`config.mk`:
```
export PLATFORM = sky130hd
export DESIGN_NAME = pipe_execute_flat
export DESIGN_NICKNAME = d
export VERILOG_FILES = /design/src/rtl/pipe_execute_if.sv /design/src/rtl/pipe_execute.sv /design/src/flat_wrapper.sv
export SDC_FILE = /design/constraint.sdc
export NUM_CORES = 1
export LEC_CHECK = 0
export CORE_MARGIN = 2
export CORE_UTILIZATION = 23
export CTS_CLUSTER_DIAMETER = 80
export CTS_CLUSTER_SIZE = 25
export DETAILED_ROUTE_END_ITERATION = 16
export PLACE_DENSITY = 0.5
export SLEW_MARGIN = 20
export SYNTH_ARGS = -nofsm -noshare
export SYNTH_HDL_FRONTEND = slang
export SYNTH_SLANG_ARGS = --single-unit
```
`constraint.sdc`:
```
create_clock -name clk -period 10.9 [get_ports clk]
set_input_delay 2.725 -clock clk [delete_from_list [all_inputs] [get_ports clk]]
set_output_delay 2.725 -clock clk [all_outputs]
set_load 0.005 [all_outputs]
```
`src/rtl/pipe_execute_if.sv`:
```
// Bundles the D/E-side execute inputs, downstream status/control, and the
// forwarding and E->M register outputs of the Y86-64 execute stage.
interface pipe_execute_if #(
    parameter int WIDTH = 64
);
    logic [2:0]       E_stat;
    logic [3:0]       E_icode;
    logic [3:0]       E_ifun;
    logic [WIDTH-1:0] E_valA;
    logic [WIDTH-1:0] E_valB;
    logic [WIDTH-1:0] E_valC;
    logic [3:0]       E_dstE;
    logic [3:0]       E_dstM;
    logic [2:0]       m_stat;
    logic [2:0]       W_stat;
    logic             M_stall;
    logic             M_bubble;

    logic [WIDTH-1:0] e_valE;
    logic             e_Cnd;
    logic [3:0]       e_dstE;
    logic             zf;
    logic             sf;
    logic             of;
    logic [2:0]       M_stat;
    logic [3:0]       M_icode;
    logic             M_Cnd;
    logic [WIDTH-1:0] M_valE;
    logic [WIDTH-1:0] M_valA;
    logic [3:0]       M_dstE;
    logic [3:0]       M_dstM;

    modport master (
        output E_stat, E_icode, E_ifun, E_valA, E_valB, E_valC, E_dstE, E_dstM,
        output m_stat, W_stat, M_stall, M_bubble,
        input  e_valE, e_Cnd, e_dstE, zf, sf, of,
        input  M_stat, M_icode, M_Cnd, M_valE, M_valA, M_dstE, M_dstM
    );

    modport slave (
        input  E_stat, E_icode, E_ifun, E_valA, E_valB, E_valC, E_dstE, E_dstM,
        input  m_stat, W_stat, M_stall, M_bubble,
        output e_valE, e_Cnd, e_dstE, zf, sf, of,
        output M_stat, M_icode, M_Cnd, M_valE, M_valA, M_dstE, M_dstM
    );
endinterface

```
`src/rtl/pipe_execute.sv`:
```
// Y86-64 pipelined execute stage: ALU, condition-code register with exception
// suppression, cmov/jXX condition evaluation and the E->M pipeline register.
module pipe_execute #(
    parameter int WIDTH = 64
) (
    input  logic          clk,
    input  logic          rst_n,
    pipe_execute_if.slave bus
);

    typedef enum logic [3:0] {
        I_HALT   = 4'h0,
        I_NOP    = 4'h1,
        I_RRMOVQ = 4'h2,
        I_IRMOVQ = 4'h3,
        I_RMMOVQ = 4'h4,
        I_MRMOVQ = 4'h5,
        I_OPQ    = 4'h6,
        I_JXX    = 4'h7,
        I_CALL   = 4'h8,
        I_RET    = 4'h9,
        I_PUSHQ  = 4'hA,
        I_POPQ   = 4'hB
    } icode_e;

    typedef enum logic [1:0] {
        ALU_ADD = 2'd0,
        ALU_SUB = 2'd1,
        ALU_AND = 2'd2,
        ALU_XOR = 2'd3
    } alu_fun_e;

    typedef struct packed {
        logic [2:0]       stat;
        logic [3:0]       icode;
        logic             cnd;
        logic [WIDTH-1:0] val_e;
        logic [WIDTH-1:0] val_a;
        logic [3:0]       dst_e;
        logic [3:0]       dst_m;
    } m_reg_t;

    localparam logic [2:0] S_AOK = 3'd1;
    localparam logic [2:0] S_HLT = 3'd2;
    localparam logic [2:0] S_ADR = 3'd3;
    localparam logic [2:0] S_INS = 3'd4;
    localparam logic [3:0] R_NONE = 4'hF;

    localparam logic [WIDTH-1:0] PLUS_EIGHT  = {{(WIDTH-4){1'b0}}, 4'b1000};
    localparam logic [WIDTH-1:0] MINUS_EIGHT = {{(WIDTH-4){1'b1}}, 4'b1000};

    localparam m_reg_t M_BUBBLE = '{
        stat:  S_AOK,
        icode: I_NOP,
        cnd:   1'b0,
        val_e: '0,
        val_a: '0,
        dst_e: R_NONE,
        dst_m: R_NONE
    };

    function automatic logic stat_exc(input logic [2:0] s);
        return (s == S_HLT) || (s == S_ADR) || (s == S_INS);
    endfunction

    logic [WIDTH-1:0] alu_a;
    logic [WIDTH-1:0] alu_b;
    logic [WIDTH-1:0] alu_res;
    logic             alu_of;
    alu_fun_e         alu_fun;
    logic             is_opq;
    logic             opq_ok;
    logic             set_cc;
    logic             cond;
    logic             cnd_used;
    logic             cc_zf, cc_sf, cc_of;
    m_reg_t           m_q;
    m_reg_t           m_next;

    assign is_opq = (bus.E_icode == I_OPQ);
    assign opq_ok = (bus.E_ifun[3:2] == 2'b00);
    assign alu_fun = is_opq ? alu_fun_e'(bus.E_ifun[1:0]) : ALU_ADD;

    always_comb begin
        // NOTE: each combinational output is given a default first so no path leaves it unassigned (no latch).
        alu_a = '0;
        case (bus.E_icode)
            I_RRMOVQ, I_OPQ:              alu_a = bus.E_valA;
            I_IRMOVQ, I_RMMOVQ, I_MRMOVQ: alu_a = bus.E_valC;
            I_CALL, I_PUSHQ:              alu_a = MINUS_EIGHT;
            I_RET, I_POPQ:                alu_a = PLUS_EIGHT;
            default:                      ;
        endcase
    end

    always_comb begin
        alu_b = '0;
        case (bus.E_icode)
            I_RMMOVQ, I_MRMOVQ, I_OPQ, I_CALL, I_RET, I_PUSHQ, I_POPQ: alu_b = bus.E_valB;
            default: ;
        endcase
    end

    // Flags come from the result; the invalid OPq encodings produce zero and never update CC.
    always_comb begin
        alu_res = '0;
        alu_of  = 1'b0;
        if (!is_opq || opq_ok) begin
            case (alu_fun)
                ALU_ADD: begin
                    alu_res = alu_b + alu_a;
                    alu_of  = (alu_a[WIDTH-1] == alu_b[WIDTH-1]) &&
                              (alu_res[WIDTH-1] != alu_b[WIDTH-1]);
                end
                ALU_SUB: begin
                    alu_res = alu_b - alu_a;
                    alu_of  = (alu_a[WIDTH-1] != alu_b[WIDTH-1]) &&
                              (alu_res[WIDTH-1] != alu_b[WIDTH-1]);
                end
                ALU_AND: alu_res = alu_b & alu_a;
                ALU_XOR: alu_res = alu_b ^ alu_a;
                default: ;
            endcase
        end
    end

    assign set_cc = is_opq && opq_ok && !stat_exc(bus.m_stat) &&
                    !stat_exc(bus.W_stat) && !bus.M_stall;

    // Conditions read the registered flags, i.e. those left by the previous OPq.
    always_comb begin
        cond = 1'b0;
        case (bus.E_ifun)
            4'd0:    cond = 1'b1;
            4'd1:    cond = (cc_sf ^ cc_of) | cc_zf;
            4'd2:    cond = cc_sf ^ cc_of;
            4'd3:    cond = cc_zf;
            4'd4:    cond = !cc_zf;
            4'd5:    cond = !(cc_sf ^ cc_of);
            4'd6:    cond = !(cc_sf ^ cc_of) && !cc_zf;
            default: cond = 1'b0;
        endcase
    end

    assign cnd_used   = (bus.E_icode == I_RRMOVQ) || (bus.E_icode == I_JXX);
    assign bus.e_Cnd  = cnd_used && cond;
    assign bus.e_valE = alu_res;
    assign bus.e_dstE = ((bus.E_icode == I_RRMOVQ) && !bus.e_Cnd) ? R_NONE : bus.E_dstE;

    always_ff @(posedge clk or negedge rst_n) begin
        // NOTE: sequential state is written with non-blocking assignments only.
        if (!rst_n) begin
            cc_zf <= 1'b1;
            cc_sf <= 1'b0;
            cc_of <= 1'b0;
        end else if (set_cc) begin
            cc_zf <= (alu_res == '0);
            cc_sf <= alu_res[WIDTH-1];
            cc_of <= alu_of;
        end
    end

    always_comb begin
        m_next       = M_BUBBLE;
        m_next.stat  = bus.E_stat;
        m_next.icode = bus.E_icode;
        m_next.cnd   = bus.e_Cnd;
        m_next.val_e = bus.e_valE;
        m_next.val_a = bus.E_valA;
        m_next.dst_e = bus.e_dstE;
        m_next.dst_m = bus.E_dstM;
    end

    // Stall outranks bubble, so asserting both holds the register.
    always_ff @(posedge clk or negedge rst_n) begin
        // NOTE: every state bit here is reset asynchronously; there is no memory array left unreset.
        if (!rst_n) begin
            m_q <= M_BUBBLE;
        end else if (!bus.M_stall) begin
            if (bus.M_bubble) begin
                m_q <= M_BUBBLE;
            end else begin
                m_q <= m_next;
            end
        end
    end

    assign bus.zf      = cc_zf;
    assign bus.sf      = cc_sf;
    assign bus.of      = cc_of;
    assign bus.M_stat  = m_q.stat;
    assign bus.M_icode = m_q.icode;
    assign bus.M_Cnd   = m_q.cnd;
    assign bus.M_valE  = m_q.val_e;
    assign bus.M_valA  = m_q.val_a;
    assign bus.M_dstE  = m_q.dst_e;
    assign bus.M_dstM  = m_q.dst_m;

endmodule
```
`src/flat_wrapper.sv`:
```
// flat-port wrapper written by rule: the top's interface ports become plain ports
module pipe_execute_flat 
#(
    parameter int WIDTH = 64
)
  (clk, rst_n, bus_E_stat, bus_E_icode, bus_E_ifun, bus_E_valA, bus_E_valB, bus_E_valC, bus_E_dstE, bus_E_dstM, bus_m_stat, bus_W_stat, bus_M_stall, bus_M_bubble, bus_e_valE, bus_e_Cnd, bus_e_dstE, bus_zf, bus_sf, bus_of, bus_M_stat, bus_M_icode, bus_M_Cnd, bus_M_valE, bus_M_valA, bus_M_dstE, bus_M_dstM);
  pipe_execute_if #(.WIDTH(WIDTH)) bus_i ();
  input  logic clk;
  input  logic rst_n;
  input wire logic [$bits(bus_i.E_stat)-1:0] bus_E_stat;
  input wire logic [$bits(bus_i.E_icode)-1:0] bus_E_icode;
  input wire logic [$bits(bus_i.E_ifun)-1:0] bus_E_ifun;
  input wire logic [$bits(bus_i.E_valA)-1:0] bus_E_valA;
  input wire logic [$bits(bus_i.E_valB)-1:0] bus_E_valB;
  input wire logic [$bits(bus_i.E_valC)-1:0] bus_E_valC;
  input wire logic [$bits(bus_i.E_dstE)-1:0] bus_E_dstE;
  input wire logic [$bits(bus_i.E_dstM)-1:0] bus_E_dstM;
  input wire logic [$bits(bus_i.m_stat)-1:0] bus_m_stat;
  input wire logic [$bits(bus_i.W_stat)-1:0] bus_W_stat;
  input wire logic [$bits(bus_i.M_stall)-1:0] bus_M_stall;
  input wire logic [$bits(bus_i.M_bubble)-1:0] bus_M_bubble;
  output wire logic [$bits(bus_i.e_valE)-1:0] bus_e_valE;
  output wire logic [$bits(bus_i.e_Cnd)-1:0] bus_e_Cnd;
  output wire logic [$bits(bus_i.e_dstE)-1:0] bus_e_dstE;
  output wire logic [$bits(bus_i.zf)-1:0] bus_zf;
  output wire logic [$bits(bus_i.sf)-1:0] bus_sf;
  output wire logic [$bits(bus_i.of)-1:0] bus_of;
  output wire logic [$bits(bus_i.M_stat)-1:0] bus_M_stat;
  output wire logic [$bits(bus_i.M_icode)-1:0] bus_M_icode;
  output wire logic [$bits(bus_i.M_Cnd)-1:0] bus_M_Cnd;
  output wire logic [$bits(bus_i.M_valE)-1:0] bus_M_valE;
  output wire logic [$bits(bus_i.M_valA)-1:0] bus_M_valA;
  output wire logic [$bits(bus_i.M_dstE)-1:0] bus_M_dstE;
  output wire logic [$bits(bus_i.M_dstM)-1:0] bus_M_dstM;
  assign bus_i.E_stat = bus_E_stat;
  assign bus_i.E_icode = bus_E_icode;
  assign bus_i.E_ifun = bus_E_ifun;
  assign bus_i.E_valA = bus_E_valA;
  assign bus_i.E_valB = bus_E_valB;
  assign bus_i.E_valC = bus_E_valC;
  assign bus_i.E_dstE = bus_E_dstE;
  assign bus_i.E_dstM = bus_E_dstM;
  assign bus_i.m_stat = bus_m_stat;
  assign bus_i.W_stat = bus_W_stat;
  assign bus_i.M_stall = bus_M_stall;
  assign bus_i.M_bubble = bus_M_bubble;
  assign bus_e_valE = bus_i.e_valE;
  assign bus_e_Cnd = bus_i.e_Cnd;
  assign bus_e_dstE = bus_i.e_dstE;
  assign bus_zf = bus_i.zf;
  assign bus_sf = bus_i.sf;
  assign bus_of = bus_i.of;
  assign bus_M_stat = bus_i.M_stat;
  assign bus_M_icode = bus_i.M_icode;
  assign bus_M_Cnd = bus_i.M_Cnd;
  assign bus_M_valE = bus_i.M_valE;
  assign bus_M_valA = bus_i.M_valA;
  assign bus_M_dstE = bus_i.M_dstE;
  assign bus_M_dstM = bus_i.M_dstM;
  pipe_execute #(.WIDTH(WIDTH)) u_core (.clk(clk), .rst_n(rst_n), .bus(bus_i));
endmodule
```
**Word-level counts from Yosys, hierarchy flattened**

Index checks and enable logic that the tools add are counted.

- Bits in registers: 147
- Logic and storage cells: 86

- $add $sub $neg: 2
- Eq/ne operators: 29
- Mux-type cells: 10
- Bitwise logic cells: 4
- Reductions and logical operators: 31

Operators by type and width:

| cell | number |
|---|---|
| $pmux W64 S4 | 2 |
| $mux W144 | 1 |
| $mux W64 | 2 |
| $add A64 B64 Y64 | 1 |
| $and A64 B64 Y64 | 1 |
| $logic_not A64 Y1 | 1 |
| $sub A64 B64 Y64 | 1 |
| $xor A64 B64 Y64 | 1 |
| $eq A4 B3 Y1 const B | 7 |
| $eq A4 B2 Y1 const B | 4 |
| $eq A4 B4 Y1 const B | 4 |
| $eq A3 B2 Y1 const B | 4 |
| $logic_and A1 B1 Y1 | 9 |
| $logic_not A1 Y1 | 7 |
| $pmux W1 S7 | 1 |
| $reduce_or A7 Y1 | 1 |
| $eq A3 B3 Y1 const B | 2 |
| $logic_or A1 B1 Y1 | 6 |
| $reduce_or A2 Y1 | 3 |
| $eq A2 B2 Y1 const B | 2 |
| $eq A4 B1 Y1 const B | 1 |
| $logic_not A2 Y1 | 2 |
| $logic_not A4 Y1 | 1 |
| $mux W4 | 1 |
| 9 further kinds | 11 |

**Longest topological paths before layout**

Gate-level depths: netlist of the first run.

- Word-level depth: 9
- Gate-level depth with buffers: 22

**Worst setup path after synthesis of the first run**

Ideal clock, no wire load.

- Kind: input to output
- Start: input bus_E_icode[0]
- End: output bus_e_valE[63]
- Data arrival time: 7.142 ns
- Setup slack: 1.033 ns
- Cell stages on the path: 17
- Path buffers: 3
- Cell sequence: clkbuf_1 > nand2_1 > mux2_2 > nor2_1 > clkbuf_1 > a221oi_1 > ha_1 > buf_2 > or4_1 > or3_1 > or3_1 > o32ai_1 > o21ai_1 > o21ai_1 > a21o_1 > mux2_2 > a221oi_2

- Word-level cells in the longest chain between the ends: 6

RTL lines:

| element | line | text |
|---|---|---|
| start, declared | flat_wrapper.sv:11 | `input wire logic [$bits(bus_i.E_icode)-1:0] bus_E_icode;` |
| $eq A4 B2 Y1, or another cell as far along | pipe_execute.sv:87 | `case (bus.E_icode)` |
| $reduce_or A3 Y1, or another cell as far along | pipe_execute.sv:87 |  |
| $pmux W64 S4 or $mux W64 (tied branches) | pipe_execute.sv:87, pipe_execute.sv:98 |  |
| $sub A64 B64 Y64, or another cell as far along | pipe_execute.sv:116 | `alu_res = alu_b - alu_a;` |
| $pmux W64 S4 | pipe_execute.sv:109 | `case (alu_fun)` |
| $mux W64 * | pipe_execute.sv:108 | `if (!is_opq \|\| opq_ok) begin` |
| end, declared | flat_wrapper.sv:22 | `output wire logic [$bits(bus_i.e_valE)-1:0] bus_e_valE;` |

Mark *: on every way between the ends. The rest lies on a longest branch, timed or not.

**Worst setup path after layout of the first run**

- Start: input bus_E_icode[2]
- End: output bus_e_valE[56]

Same word-level chain as after synthesis.

==> parameters.txt, run 1 <==
Parameter                              Value

Outcome
  Result of the run ... finished, final reports clean

Logic synthesis
  Mapped Area ... 18200 µm²
  Post-synth EDFFs ... 0
  Synth async-reset ratio ... 1.00
  Per-instance average area after synthesis ... 7.23 µm²
  Dominant synthesized flop cell ... sky130_fd_sc_hd__dfrtp_1
  Synthesized Nets ... 2889
  Number of synthesis warnings ... 0
  Total of flip-flops plus latches after synthesis ... 147
  Distinct cells, synth ... 93
  Count of mapped cells out of synthesis ... 2516
  Cell accounting for the most synthesized area ... sky130_fd_sc_hd__dfrtp_1
  Sequential cell area fraction in the yosys report ... 0.203
  Area fraction of the dominant cell type after synthesis ... 0.187
  Ranking of synthesized cells by area ... sky130_fd_sc_hd__dfrtp_1 19%, sky130_fd_sc_hd__ha_1 10%, sky130_fd_sc_hd__o21ai_0 6.6%, sky130_fd_sc_hd__a21oi_1 6.2%, sky130_fd_sc_hd__nand2_1 5.2%

Route
  DRC violation count after routing ... 0
  Via-to-Cell Ratio ... 5.24
  Via count of the routed design ... 22900
  Iteration count of the initial detailed-routing pass ... 5
  Detailed router's first-iteration violation count ... 2019
  Detailed-route wire length ... 104 mm
  Routed length per placed instance ... 23.9 µm
  Antenna violation net count after detailed routing ... 0

Power and ir drop
  Switching share of power ... 0.426
  Part of the power in combinational logic ... 0.583
  Internal power consumption ... 1.71 mW
  Sw Pwr ... 1.26 mW
  Lkg Pwr ... 12.6 nW
  Power density normalized to cell area ... 105 nW/µm²
  Sum of internal, switching and leakage power ... 2.97 mW
  Relative contribution of sequential cells to total power ... 0.212
  Clock network power share ... 0.205
  Peak VDD IR ... 0.0000883 V

Timing
  Slew headroom ... 0.387
  Setup skew after layout ... 0.00865 ns
  Unrepaired setup endpoints after global routing ... yes
  Achievable clock frequency ... 0.0926 GHz
  Final count of negative-setup-slack endpoints ... 0
  Hold Worst Slack ... 0.464 ns
  Min Tclk post-route ... 10.80 ns
  Share of the clock period used by the worst path after layout ... 0.991
  Transition time at the pin with the least slew margin ... 0.920 ns
  Accumulated negative setup slack ... 0 ns
  Final Hold Vio Count ... 0
  Final number of max-transition violations ... 0
  Post-route worst setup slack ... 0.0994 ns

Worst setup path
  Worst endpoint required time ... 8.18 ns
  Cell Chain, Critical Path ... clkdlybuf4s50_1 -> inv_1 -> mux2_2 -> nor2_4 -> buf_12 -> buf_16 -> buf_4 -> a221oi_2 -> ha_1 -> buf_4 -> or4_1 -> nor3_1 -> and2_1 -> a22oi_2 -> and4_1 -> or3_1 -> o31ai_2 -> mux2i_1 -> nand2_1 -> inv_1 -> clkdlybuf4s50_1
  Critical R2R Launch ... u_core.bus.of$_DFFE_PN0P_
  Crit start category ... primary input
  Reg-to-reg critical path endpoint ... u_core.bus.M_Cnd$_DFFE_PN0N_
  Slowest stage delay, CP ... 0.59 ns
  Setup slack on the worst flop-to-flop path ... 8.56 ns
  Kind of cell with the highest combined delay on the critical path ... simple AND/OR/NAND/NOR gates
  Crit path from ... bus_E_icode[2]
  Worst Path Class, Setup ... in2out
  Reg2reg path depth ... 7
  Crit path max-delay cell type ... sky130_fd_sc_hd__clkdlybuf4s50_1
  Crit path buf inv count ... 8
  Biggest fanout along the worst timing path ... 17
  Type of destination of the critical path ... output port
  Crit path DAT ... 8.08 ns

Clock network
  CTS tree ... done
  Hold bufs inserted after CTS ... 0
  Clock sink count ... 147
  CTS H-Tree Depth ... 4
  Clock Tree Root ... sky130_fd_sc_hd__clkbuf_16
  Clk buf depth ... 2
  TritonCTS Buffers ... 17
  Skew-Pair Late Insertion Delay ... 0.50 ns
  CTS clock-pin slew for the worst setup and hold paths ... 0.07 ns

Global routing
  Wire length of the first global-routing pass ... 151 mm
  Largest net degree at the start of global routing ... 89
  Number of global-route vias before repair ... 22400
  Antenna violations before repair ... 2
  Overflow left after global routing ... 0
  Global router's overall resource usage ... 0.249

Die
  Count of pins on the block boundary ... 437
  Standard-cell rows ... 103
  Die ar. ... 81400 µm²
  Total core area ... 78600 µm²
  Initial core utilization ... 0.231
  Height of the die ... 285 µm
  Die Span X ... 285 µm

Hold path
  Worst hold stages ... 2
  Hold wc startpoint ... u_core.bus.M_dstE[1]$_DFFE_PN1N_
  Class of the most critical hold timing path ... reg2reg
  End of the worst hold path ... u_core.bus.M_dstE[1]$_DFFE_PN1N_

Placed design
  Placer congestion estimate ... 0.988
  Placed cell areas ... 27200 µm²
  Total half-perimeter wirelength after legalization and detailed placement ... 83.4 mm
  Worst-case setup slack after placement ... -0.498 ns
  PortBufs ... 436
  Number of placed instances, taps included ... 4330

Flow run
  MaxCap Viol Count ... 0

Finish
  Final Net Count ... 3681
  Final core area utilization ... 0.358
  Filler cell count in the final layout ... 8391
  Post-layout instance area ... 28200 µm²
  Synthesis-to-finish area growth ... 54.8%
  Post-layout instance count excluding filler cells ... 4372
  Share of layout cells above drive strength 1 ... 0.202
## worst max-delay path by stage
stage / to / slack, ns / cells past startpoint
5_1_grt: bus_e_valE[62] / -0.05 / 23
2_1_floorplan: bus_e_valE[63] / 1.03 / 17
4_1_cts: bus_e_valE[62] / 0.004 / 23
3_3_place_gp: bus_e_valE[61] / -0.39 / 20
3_5_place_dp: bus_e_valE[61] / -0.50 / 20
6_report: bus_e_valE[56] / 0.1 / 21
## cells in the final DEF (no fill, tap or decap), types with 53 or more instances in the layout
master / n
sky130_fd_sc_hd__a21oi_1: 223
sky130_fd_sc_hd__a22o_1: 53
sky130_fd_sc_hd__buf_4: 500
sky130_fd_sc_hd__clkdlybuf4s50_1: 429
sky130_fd_sc_hd__dfrtp_1: 136
sky130_fd_sc_hd__ha_1: 149
sky130_fd_sc_hd__inv_1: 156
sky130_fd_sc_hd__nand2_1: 252
sky130_fd_sc_hd__nand2b_1: 80
sky130_fd_sc_hd__nor2_1: 175
sky130_fd_sc_hd__nor2b_1: 86
sky130_fd_sc_hd__o21ai_0: 236
## registers in the layout (all words and copies together), names as in the netlist
signal,cells
u_core.bus.sf,1
u_core.bus.M_stat,3
u_core.bus.M_dstE,4
u_core.bus.M_icode,4
u_core.bus.M_Cnd,1
u_core.bus.zf,1
u_core.bus.of,1
u_core.bus.M_valA,64
u_core.bus.M_valE,64
u_core.bus.M_dstM,4
## Yosys cell counts, types with 17 or more instances
library cell,n
sky130_fd_sc_hd__a211oi_1,21
sky130_fd_sc_hd__a21o_1,34
sky130_fd_sc_hd__a21oi_1,226
sky130_fd_sc_hd__a221oi_1,73
sky130_fd_sc_hd__a22o_1,53
sky130_fd_sc_hd__a31oi_1,24
sky130_fd_sc_hd__and3_1,17
sky130_fd_sc_hd__clkbuf_1,151
sky130_fd_sc_hd__dfrtp_1,136
sky130_fd_sc_hd__ha_1,150
sky130_fd_sc_hd__inv_1,156
sky130_fd_sc_hd__mux2i_1,20
sky130_fd_sc_hd__nand2_1,252
sky130_fd_sc_hd__nand2b_1,80
sky130_fd_sc_hd__nand3_1,42
sky130_fd_sc_hd__nand4_1,35
sky130_fd_sc_hd__nor2_1,178
sky130_fd_sc_hd__nor2b_1,88
sky130_fd_sc_hd__nor3_1,53
sky130_fd_sc_hd__nor4_1,35
sky130_fd_sc_hd__o211ai_1,21
sky130_fd_sc_hd__o21a_1,27
sky130_fd_sc_hd__o21ai_0,240
sky130_fd_sc_hd__o21bai_1,22
sky130_fd_sc_hd__o221ai_1,21
sky130_fd_sc_hd__o31ai_1,25
sky130_fd_sc_hd__or3_1,18
sky130_fd_sc_hd__xnor2_1,45
sky130_fd_sc_hd__xor2_1,17
## worst min-delay path: cells and delay by family, from the launching register on
| family | cells | cell delay [ns] |
|---|---|---|
| buffers and inverters | 1 | 0.04 |
| AO/OA/AOI/OAI | 1 | 0.05 |
| flip-flops | 1 | 0.37 |
## cells by family after synthesis
logic type | count (synthesis) | synth area share
adders and majority gates | 152 | 0.105
xor gates and xnor gates | 62 | 0.0298
DFF | 147 | 0.203
muxes | 29 | 0.0166
AOI/OAI and AO/OA | 922 | 0.336
and+or+nand+nor | 871 | 0.240
buffers and inverters | 333 | 0.0697
## area by class of cell
type                       instances  area (µm²)  share of cell area
timing repair buffer             949        8360               0.297
inverter                         157         589              0.0209
multi-input combinational       2036       13700               0.485
clock buffer                      19         433              0.0154
tap                             1050        1310              0.0467
sequential                       147        3690               0.131
clock inverter                    13         104             0.00369
antenna                            1        2.50           0.0000889
## power groups by stage
stage	clock network, mW	registers, mW	logic (mW)
6_report	0.608	0.631	1.73
5_1_grt	0.644	0.638	1.85
4_1_cts	0.632	0.631	1.70
3_5_place_dp	0	0.640	1.68
3_3_place_gp	0	0.639	1.69
2_1_floorplan	0	0.642	0.730
## what timing repair did
action | 4_1_cts | 5_1_grt
pin swaps | 2 | 13
setup buffers | 2 | 7
cloned | 0 | 0
endpoints found under the setup margin | 17 | 23
gates resized for setup | 19 | 52
## layer usage
layer  vias to the layer above  track usage  share of wire
li1                      10800            -              -
met1                     11100        0.337           0.45
met2                       941        0.403           0.46
met3                       124       0.0431          0.065
met4                         2       0.0698          0.025
met5                         -            0        0.00012
(Power assumes the default switching activity.)
==> run 2: changes to the inputs <==
CORE_MARGIN = unset   (was 2)
REMOVE_ABC_BUFFERS = 1   (was unset)
==> run 2 against run 1 <==
Against the previous run:
- routed wire length fell by 1.4%
- cell count fell by 4.1%
- critical path depth rose by 1
- cell area fell by 4.2%
- worst hold slack got worse by 0.0036 ns
- clock-buffer cell count rose by 1
- total power fell by 0.69%
- critical path type unchanged
- worst setup slack got worse by 0.065 ns
- clock skew barely moved
- global-route usage fell by 0.13 points
- clock power rose by 14%
- sequential power barely moved
==> parameters.txt, run 2 (same netlist as run 1, synthesis figures left out) <==
Parameter                              Value

Hold path
  End of the worst hold path ... u_core.bus.M_dstE[1]$_DFFE_PN1N_
  Worst hold stages ... 2 (unchanged)
  Class of the most critical hold timing path ... reg2reg
  Hold wc startpoint ... u_core.bus.M_dstE[1]$_DFFE_PN1N_

Finish
  Top library cells by usage in the layout, fill and taps aside ... 426 x sky130_fd_sc_hd__clkdlybuf4s50_1, 327 x sky130_fd_sc_hd__buf_4, 250 x sky130_fd_sc_hd__nand2_1, 238 x sky130_fd_sc_hd__o21ai_0, 224 x sky130_fd_sc_hd__a21oi_1
  Filler cell count in the final layout ... 8347 (-0.52%)
  Most common library cell in the layout ignoring fill and taps ... sky130_fd_sc_hd__clkdlybuf4s50_1
  Post-layout instance area ... 27000 µm² (-4.2%)
  Synthesis-to-finish area growth ... 48.3%
  Final Net Count ... 3508 (-4.7%)
  Post-layout instance count excluding filler cells ... 4191 (-4.1%)
  Share of layout cells above drive strength 1 ... 0.162 (-0.0401)

Clock network
  Clock Tree Root ... sky130_fd_sc_hd__clkbuf_16
  Clock sink count ... 147 (unchanged)
  CTS tree ... done
  TritonCTS Buffers ... 17 (unchanged)
  CTS H-Tree Depth ... 4 (unchanged)
  CTS clock-pin slew for the worst setup and hold paths ... 0.07 ns (about the same)
  Skew-Pair Late Insertion Delay ... 0.50 ns (about the same)
  Clk buf depth ... 2 (unchanged)

Global routing
  Overflow left after global routing ... 0 (unchanged)
  Wire length of the first global-routing pass ... 149 mm (-1.4%)
  Largest net degree at the start of global routing ... 83 (-6.7%)
  Global router's overall resource usage ... 0.247 (-0.00132)
  Number of global-route vias before repair ... 21800 (-2.6%)
  Antenna violations before repair ... 5 (+3)

Worst setup path
  Biggest fanout along the worst timing path ... 16 (-1)
  Critical R2R Launch ... u_core.bus.of$_DFFE_PN0P_
  Setup slack on the worst flop-to-flop path ... 8.57 ns (about the same)
  Crit path from ... bus_E_icode[2]
  Crit path DAT ... 8.14 ns (+0.06 ns)
  Slowest stage delay, CP ... 0.53 ns (-0.06 ns)
  Worst endpoint required time ... 8.18 ns (about the same)
  Crit path max-delay cell type ... sky130_fd_sc_hd__clkdlybuf4s50_1
  Reg2reg path depth ... 7 (unchanged)
  Reg-to-reg critical path endpoint ... u_core.bus.M_Cnd$_DFFE_PN0N_
  Cell Chain, Critical Path ... clkdlybuf4s50_1 -> inv_2 -> mux2_2 -> nor2_4 -> buf_4 -> clkbuf_16 -> a221oi_2 -> inv_1 -> ha_1 -> nor2b_2 -> nand4_1 -> a21oi_1 -> nor3_2 -> o32ai_2 -> o211ai_1 -> buf_4 -> a311oi_2 -> o22ai_2 -> xnor2_1 -> a211oi_1 -> buf_4 -> clkdlybuf4s50_1
  Crit start category ... primary input
  Worst Path Class, Setup ... in2out
  Type of destination of the critical path ... output port
  Cell seen most often among critical-path stages ... sky130_fd_sc_hd__buf_4

Route
  Iteration count of the initial detailed-routing pass ... 5 (unchanged)
  Via count of the routed design ... 22400 (-2.1%)
  Top Layer Used ... met5
  Detailed router's first-iteration violation count ... 1963 (-2.8%)
  Antenna violation net count after detailed routing ... 0 (unchanged)
  DRC violation count after routing ... 0 (unchanged)
  Via-to-Cell Ratio ... 5.36 (+2.1%)
  Routed length per placed instance ... 24.5 µm (+2.8%)
  Met2 routed wirelength ... 45.1 mm (-5.3%)
  Routed length on met1 ... 46.8 mm (-1.3%)
  Detailed-route wire length ... 103 mm (-1.4%)
  Met3 routed wirelength ... 7.40 mm (+9.4%)

Placed design
  Placer congestion estimate ... 1.03 (+3.7%)
  Number of placed instances, taps included ... 4151 (-4.1%)
  PortBufs ... 436 (unchanged)
  Total half-perimeter wirelength after legalization and detailed placement ... 81.8 mm (-1.9%)
  Placed cell areas ... 25900 µm² (-4.7%)
  Worst-case setup slack after placement ... -0.267 ns (+0.231 ns)

Die
  Initial core utilization ... 0.234 (+0.00227)
  Total core area ... 77800 µm² (-0.97%)
  Die Span X ... 283 µm (-0.70%)
  Standard-cell rows ... 102 (-0.97%)
  Height of the die ... 283 µm (-0.70%)
  Count of pins on the block boundary ... 437 (unchanged)
  Die ar. ... 80200 µm² (-1.4%)

Timing
  Final count of negative-setup-slack endpoints ... 0 (unchanged)
  Share of the clock period used by the worst path after layout ... 0.997 (+0.00600)
  Achievable clock frequency ... 0.0920 GHz (-0.60%)
  Post-route worst setup slack ... 0.0339 ns (-0.0654 ns)
  Transition time at the pin with the least slew margin ... 1.10 ns (+0.178 ns)
  Final Hold Vio Count ... 0 (unchanged)
  Final number of max-transition violations ... 0 (unchanged)
  Min Tclk post-route ... 10.87 ns (+0.0654 ns)
  Accumulated negative setup slack ... 0 ns (unchanged)
  Setup skew after layout ... 0.00886 ns (+0.000208 ns)
  Unrepaired setup endpoints after global routing ... yes
  Slew headroom ... 0.264 (-0.123)

Power and ir drop
  Lkg Pwr ... 11.8 nW (-6.2%)
  Peak VDD IR ... 0.000122 V (+38%)
  Sum of internal, switching and leakage power ... 2.95 mW (-0.69%)
  Power density normalized to cell area ... 109 nW/µm² (+3.6%)

Outcome
  Result of the run ... finished, final reports clean

Flow run
  MaxCap Viol Count ... 0 (unchanged)
==> run 2: cell count changes in the layout (fill, tap and decap cells not counted), sizes merged <==
cell,previous run,this run
buf,517,342
bufinv,0,4
clkbuf,20,23
clkdlybuf4s50,429,426
clkinvlp,2,1
diode,1,3
dlymetal6s2s,2,5
inv,163,159
==> run 2: what timing repair did <==
action / 4_1_cts / 5_1_grt
hold buffers: 0 / 0
gates resized for setup: 10 / 64
setup buffers: 0 / 4
cloned: 0 / 1
setup endpoints to repair: 2 / 22
pin swaps: 0 / 7
==> run 2: worst max path at each step <==
stage	to	slack, ns	cells after the start
after floorplan	bus_e_valE[63]	-1.75	12
after global placement	bus_e_valE[61]	-0.21	21
after detailed placement	bus_e_valE[61]	-0.27	22
after CTS	bus_e_valE[50]	0.02	22
after global routing	bus_e_valE[61]	-0.21	22
final	bus_e_valE[61]	0.03	22
==> run 2: layer usage <==
layer,GRT usage,vias up
met1,0.342,10800
met2,0.380,1004
met3,0.0435,161
met5,0,-
met4,0.0932,4
li1,-,10400
==> run 2: final cells by class <==
| type | instances | area [µm²] | share of cell area |
|---|---|---|---|
| Multi-Input combinational cell | 2036 | 13700 | 0.507 |
| Timing Repair Buffer | 776 | 7080 | 0.262 |
| Sequential cell | 147 | 3690 | 0.137 |
| Tap cell | 1040 | 1300 | 0.0482 |
| Inverter | 157 | 589 | 0.0218 |
| Clock buffer | 20 | 457 | 0.0169 |
| Clock inverter | 12 | 178 | 0.00658 |
| Antenna cell | 3 | 7.51 | 0.000278 |
==> run 2: critical path, delay by kind of cell <==
| kind | cells | cell delay (ns) |
|---|---|---|
| buf+inv | 8 | 1.93 |
| compound gates | 7 | 1.92 |
| simple gates | 4 | 0.66 |
| fa+ha+maj | 1 | 0.48 |
| mux | 1 | 0.25 |
| xor+xnor | 1 | 0.15 |
==> run 2: stage by stage <==
stage / util / hold slack [ns]
finish: 0.347 / 0.461
global route: 0.347 / 0.473
CTS: 0.341 / 0.463
detailed placement: 0.333 / 0.451
global placement: 0.333 / 0.448
floorplan: - / 0.449
==> run 2: where the power goes <==
group / internal [mW] / total [mW] / switching (mW)
clock: 0.396 / 0.696 / 0.300
combinational: 0.732 / 1.62 / 0.891
sequential: 0.600 / 0.631 / 0.0304
==> RTL edit 1: new RTL, settings of run 2 <==
Remove the case item `ALU_ADD` of the case on `alu_fun`.
--- a/src/rtl/pipe_execute.sv
+++ b/src/rtl/pipe_execute.sv
@@ -108,9 +108,4 @@
         if (!is_opq || opq_ok) begin
             case (alu_fun)
-                ALU_ADD: begin
-                    alu_res = alu_b + alu_a;
-                    alu_of  = (alu_a[WIDTH-1] == alu_b[WIDTH-1]) &&
-                              (alu_res[WIDTH-1] != alu_b[WIDTH-1]);
-                end
                 ALU_SUB: begin
                     alu_res = alu_b - alu_a;
Function: changed (a bounded check fails within 4 cycles, from zero or initial values and one cycle with rst_n low).
==> RTL edit 1 against run 2 <==
  * Setup slack improved by 250 ps
  * Cell area decreased by 23%
  * Clock power decreased by 11%
  * Area after synthesis decreased by 21%
  * Wire length decreased by 27%
  * Global-route usage decreased by 1.2 points
  * Power decreased by 29%
  * Via count decreased by 30%
  * Sequential share of layout area increased by 4.1 points
  * Sequential power decreased by 7.0%
  * Critical path type unchanged
  * Worst hold slack improved by 1.2 ps
  * Synthesized cell count decreased by 26%
  * Highest routed layer unchanged
  * Sequential cell count unchanged
==> RTL edit 1: results (changes against run 2) <==
* First-pass GRT wire length at 110000 um (-27%)
* Met1 Use GR at 28.0% (-6.2 points)
* Relative slew slack at 27.9% (+1.5 points)
* Reg-to-Reg End: u_core.bus.M_dstE[1]$_DFFE_PN1N_
* GRT Total Usage at 23.5% (-1.2 points)
* Setup ws final at 281 ps (+247 ps)
* Xor-xnor portion of the synthesized cell area at 1.45% (-1.5 points)
* Netlist cell types at 105 (+13%)
* Most frequent cells after synthesis: nand2_1 (235), o21ai_0 (167), dfrtp_1 (136)
* Crit path max-delay family: compound AO/OA/AOI/OAI gates
* Pint at 1.24 mW (-28%)
* Fin nets at 2630 (-25%)
* Sequential area share after synthesis at 25.6% (+5.3 points)
* Ranking of synthesized cells by area: dfrtp_1 (24%), ha_1 (11%), nand2_1 (6.1%)
* Crit-path max cell delay at 580 ps (+50 ps)
* Initial antenna violation count at 7 (+2)
* GPL Wtd Cong at 0.911 (-11%)
* Hold EP: u_core.bus.M_dstE[3]$_DFFE_PN1N_
* GRT met2 Usage at 41.1% (+3.1 points)
* Met2 WL at 37300 um (-17%)
* Slowest-stage cell, CP: o311ai_1
* Final Skew at 0.813 ps (-8.04 ps)
* Status: finished clean
* Via Count at 15800 (-30%)
* Fraction of the mapped netlist area in adder cells at 11.1% (+0.60 points)
* R2r setup slk at 8790 ps (+220 ps)
* Syn Inst Count at 1855 (-26%)
* DP HPWL at 60000 um (-27%)
* Routed metal-1 wirelength at 31300 um (-33%)
* GRT met3 Usage at 4.88% (+0.53 points)
* Hold path start: u_core.bus.M_dstE[3]$_DFFE_PN1N_
* Largest net degree at the start of global routing at 77 (-7.2%)
* Initial DRC Count at 1340 (-32%)
* CTS-repair resized insts at 0 (-10)
* VDD IR max at 0.000128 V (+5.1%)
* FILL cells at 6627 (-21%)
* Crit path to: bus_e_valE[62]
* Pre-CTS WS at 287 ps (+553 ps)
* Cells on worst reg2reg path at 8 (+1)
* Pleak at 8.95 nW (-24%)
* Reg power frac at 28.2% (+6.8 points)
* Routed wire length at 75400 um (-27%)
* Via-to-Cell Ratio at 5.04 (-5.8%)
* Crit-path max FO at 13 (-3)
* Placement Cell Area at 20100 um^2 (-22%)
* Comb group at 0.874 mW (-46%)
-- RTL edit 1: stage by stage --
stage                     utilization (%)  hold WS (ps)  total power, mW
after floorplan                         -           449             1.05
after global placement               32.5           450             1.47
after detailed placement             32.5           450             1.47
after CTS                            33.4           462             2.11
after global routing                 33.4           478             2.21
final                                33.4           462             2.08
-- RTL edit 1: worst min-delay path: stages, from the launching register on --
cell and delay, ps:
dfstp_2 370, inv_1 40, a2bb2oi_1 50
-- RTL edit 1: cell type report --
class / count / area [um^2] / share of cell area (%)
Inverter: 98 / 368 / 1.78
Sequential cell: 147 / 3690 / 17.8
Timing Repair Buffer: 529 / 5110 / 24.7
Clock inverter: 14 / 134 / 0.646
Antenna cell: 3 / 7.51 / 0.0362
Tap cell: 837 / 1050 / 5.05
Multi-Input combinational cell: 1488 / 9910 / 47.8
Clock buffer: 18 / 450 / 2.17
==> RTL edit 2: new RTL, config.mk and constraints of run 2 <==
Without the edit above. `WIDTH` is set to 64 in 3 places; all go to 96.
--- a/src/rtl/pipe_execute_if.sv
+++ b/src/rtl/pipe_execute_if.sv
@@ -2,5 +2,5 @@
 // forwarding and E->M register outputs of the Y86-64 execute stage.
 interface pipe_execute_if #(
-    parameter int WIDTH = 64
+    parameter int WIDTH = 96
 );
     logic [2:0]       E_stat;
--- a/src/rtl/pipe_execute.sv
+++ b/src/rtl/pipe_execute.sv
@@ -2,5 +2,5 @@
 // suppression, cmov/jXX condition evaluation and the E->M pipeline register.
 module pipe_execute #(
-    parameter int WIDTH = 64
+    parameter int WIDTH = 96
 ) (
     input  logic          clk,
--- a/src/flat_wrapper.sv
+++ b/src/flat_wrapper.sv
@@ -2,5 +2,5 @@
 module pipe_execute_flat 
 #(
-    parameter int WIDTH = 64
+    parameter int WIDTH = 96
 )
   (clk, rst_n, bus_E_stat, bus_E_icode, bus_E_ifun, bus_E_valA, bus_E_valB, bus_E_valC, bus_E_dstE, bus_E_dstM, bus_m_stat, bus_W_stat, bus_M_stall, bus_M_bubble, bus_e_valE, bus_e_Cnd, bus_e_dstE, bus_zf, bus_sf, bus_of, bus_M_stat, bus_M_icode, bus_M_Cnd, bus_M_valE, bus_M_valA, bus_M_dstE, bus_M_dstM);
Interface: changed (6 resized); port bits go from 437 to 629. No check against the original RTL was run, so the function may have changed too.
==> RTL edit 2 against run 2 <==
  * Sequential share of layout area shrank 2.4 points
  * Power grew 67%
  * Area after synthesis grew 52%
  * Register-to-register slack lost 140 ps
  * Setup slack lost 5.4 ps
  * Core utilization grew 4.8 points
  * Global-route usage grew 4.4 points
  * Final cell count grew 69%
  * Clock power grew 36%
  * Sequential power grew 44%
  * Sequential cell count grew 64
  * Wire length grew 80%
  * Cell area grew 73%
  * Largest cell class unchanged
  * Largest power group unchanged
  * Highest routed layer unchanged
==> RTL edit 2: results (changes against run 2) <==
* Worst Max-Slew Pin Slew at 1050 ps (-46.1 ps)
* Final Skew at 14.1 ps (+5.26 ps)
* Met2 WL at 83100 um (+84%)
* DR WL met3 at 14000 um (+89%)
* Placement Cell Area at 44400 um^2 (+71%)
* Largest net degree at the start of global routing at 150 (+81%)
* Net Sw Power at 2.15 mW (+76%)
* TritonRoute pass-1 iters at 7 (+2)
* VDD IR max at 0.000106 V (-13%)
* Die area at 121000 um^2 (+51%)
* CP Data Arrival Time at 8150 ps (about the same)
* Ranking of synthesized cells by area: dfrtp_1 (18%), ha_1 (10%), o21ai_0 (6.5%)
* Bufs w/o clock at 1896 (+140%)
* DP HPWL at 149000 um (+82%)
* H-Tree Depth at 1 (-3)
* Crit path to: bus_e_valE[79]
* Start point of the critical path: bus_E_icode[3]
* Most frequent cells after synthesis: nand2_1 (382), o21ai_0 (358), a21oi_1 (357)
* Final non-filler cell total at 7099 (+69%)
* Via-to-Cell Ratio at 5.25 (-1.9%)
* Cts bufs inserted at 24 (+7)
* GRT Total Usage at 29.1% (+4.4 points)
* Status: finished clean
* Initial antenna violation count at 9 (+4)
* Multi-input combinational area share at 46.0% (-4.7 points)
* Min Tclk post-route at 10870 ps (+5.44 ps)
* Syn Inst Count at 3835 (+52%)
* Clk sink count at 211 (+44%)
## RTL edit 2: cell types whose count changed after synthesis, sizes merged, moves of 41 or more
| cell | delta |
|---|---|
| a21oi | +134 |
| nand2 | +130 |
| o21ai | +126 |
| nor2 | +89 |
| ha | +78 |
| inv | +76 |
| dfrtp | +64 |
| clkbuf | +60 |
| xnor2 | +54 |
| nand2b | +47 |
| buf | +41 |
## RTL edit 2: worst max-delay path, stage by stage
cell and delay [ps]:
clkdlybuf4s50_1 510, buf_12 140, nor3b_4 50, buf_12 140, buf_12 150, buf_4 170, a221oi_1 350, ha_1 370
a21oi_1 210, o21ai_0 170, a21o_1 220, nor2b_1 140, o31a_1 350, buf_4 170, o21ai_2 200, a311oi_2 140
buf_4 180, a31oi_2 260, buf_12 170, mux2_2 360, a221oi_4 270, buf_4 170, clkdlybuf4s50_1 500
## RTL edit 2: power groups by stage
stage          Clock [mW]  Combinational, mW  Sequential, mW
2_1_floorplan           0               1.10           0.925
3_3_place_gp            0               2.91           0.920
3_5_place_dp            0               2.91           0.921
4_1_cts             0.979               2.99           0.907
5_1_grt              1.00               3.24           0.917
6_report            0.949               3.06           0.908
## RTL edit 2: kinds of logic (layout without fill, tap and decap cells)
group,after synthesis,in the layout,share of synthesized area [%]
AND/OR/NAND/NOR,1289,1289,23.4
other,0,1,0
adder cells (fa/ha/maj),231,231,10.5
XOR/XNOR,116,116,3.68
buffers and inverters,511,2174,7.18
multiplexers,28,28,1.05
AO/OA/AOI/OAI,1449,1449,35.0
flip-flops,211,211,19.2
## RTL edit 2: what timing repair did
action,in CTS,in global routing
endpoints found under the setup margin,39,41
setup buffers,16,14
cloned,2,1
pin swaps,18,30
hold endpoints to repair,0,0
hold buffers,0,0
resized for setup,131,102
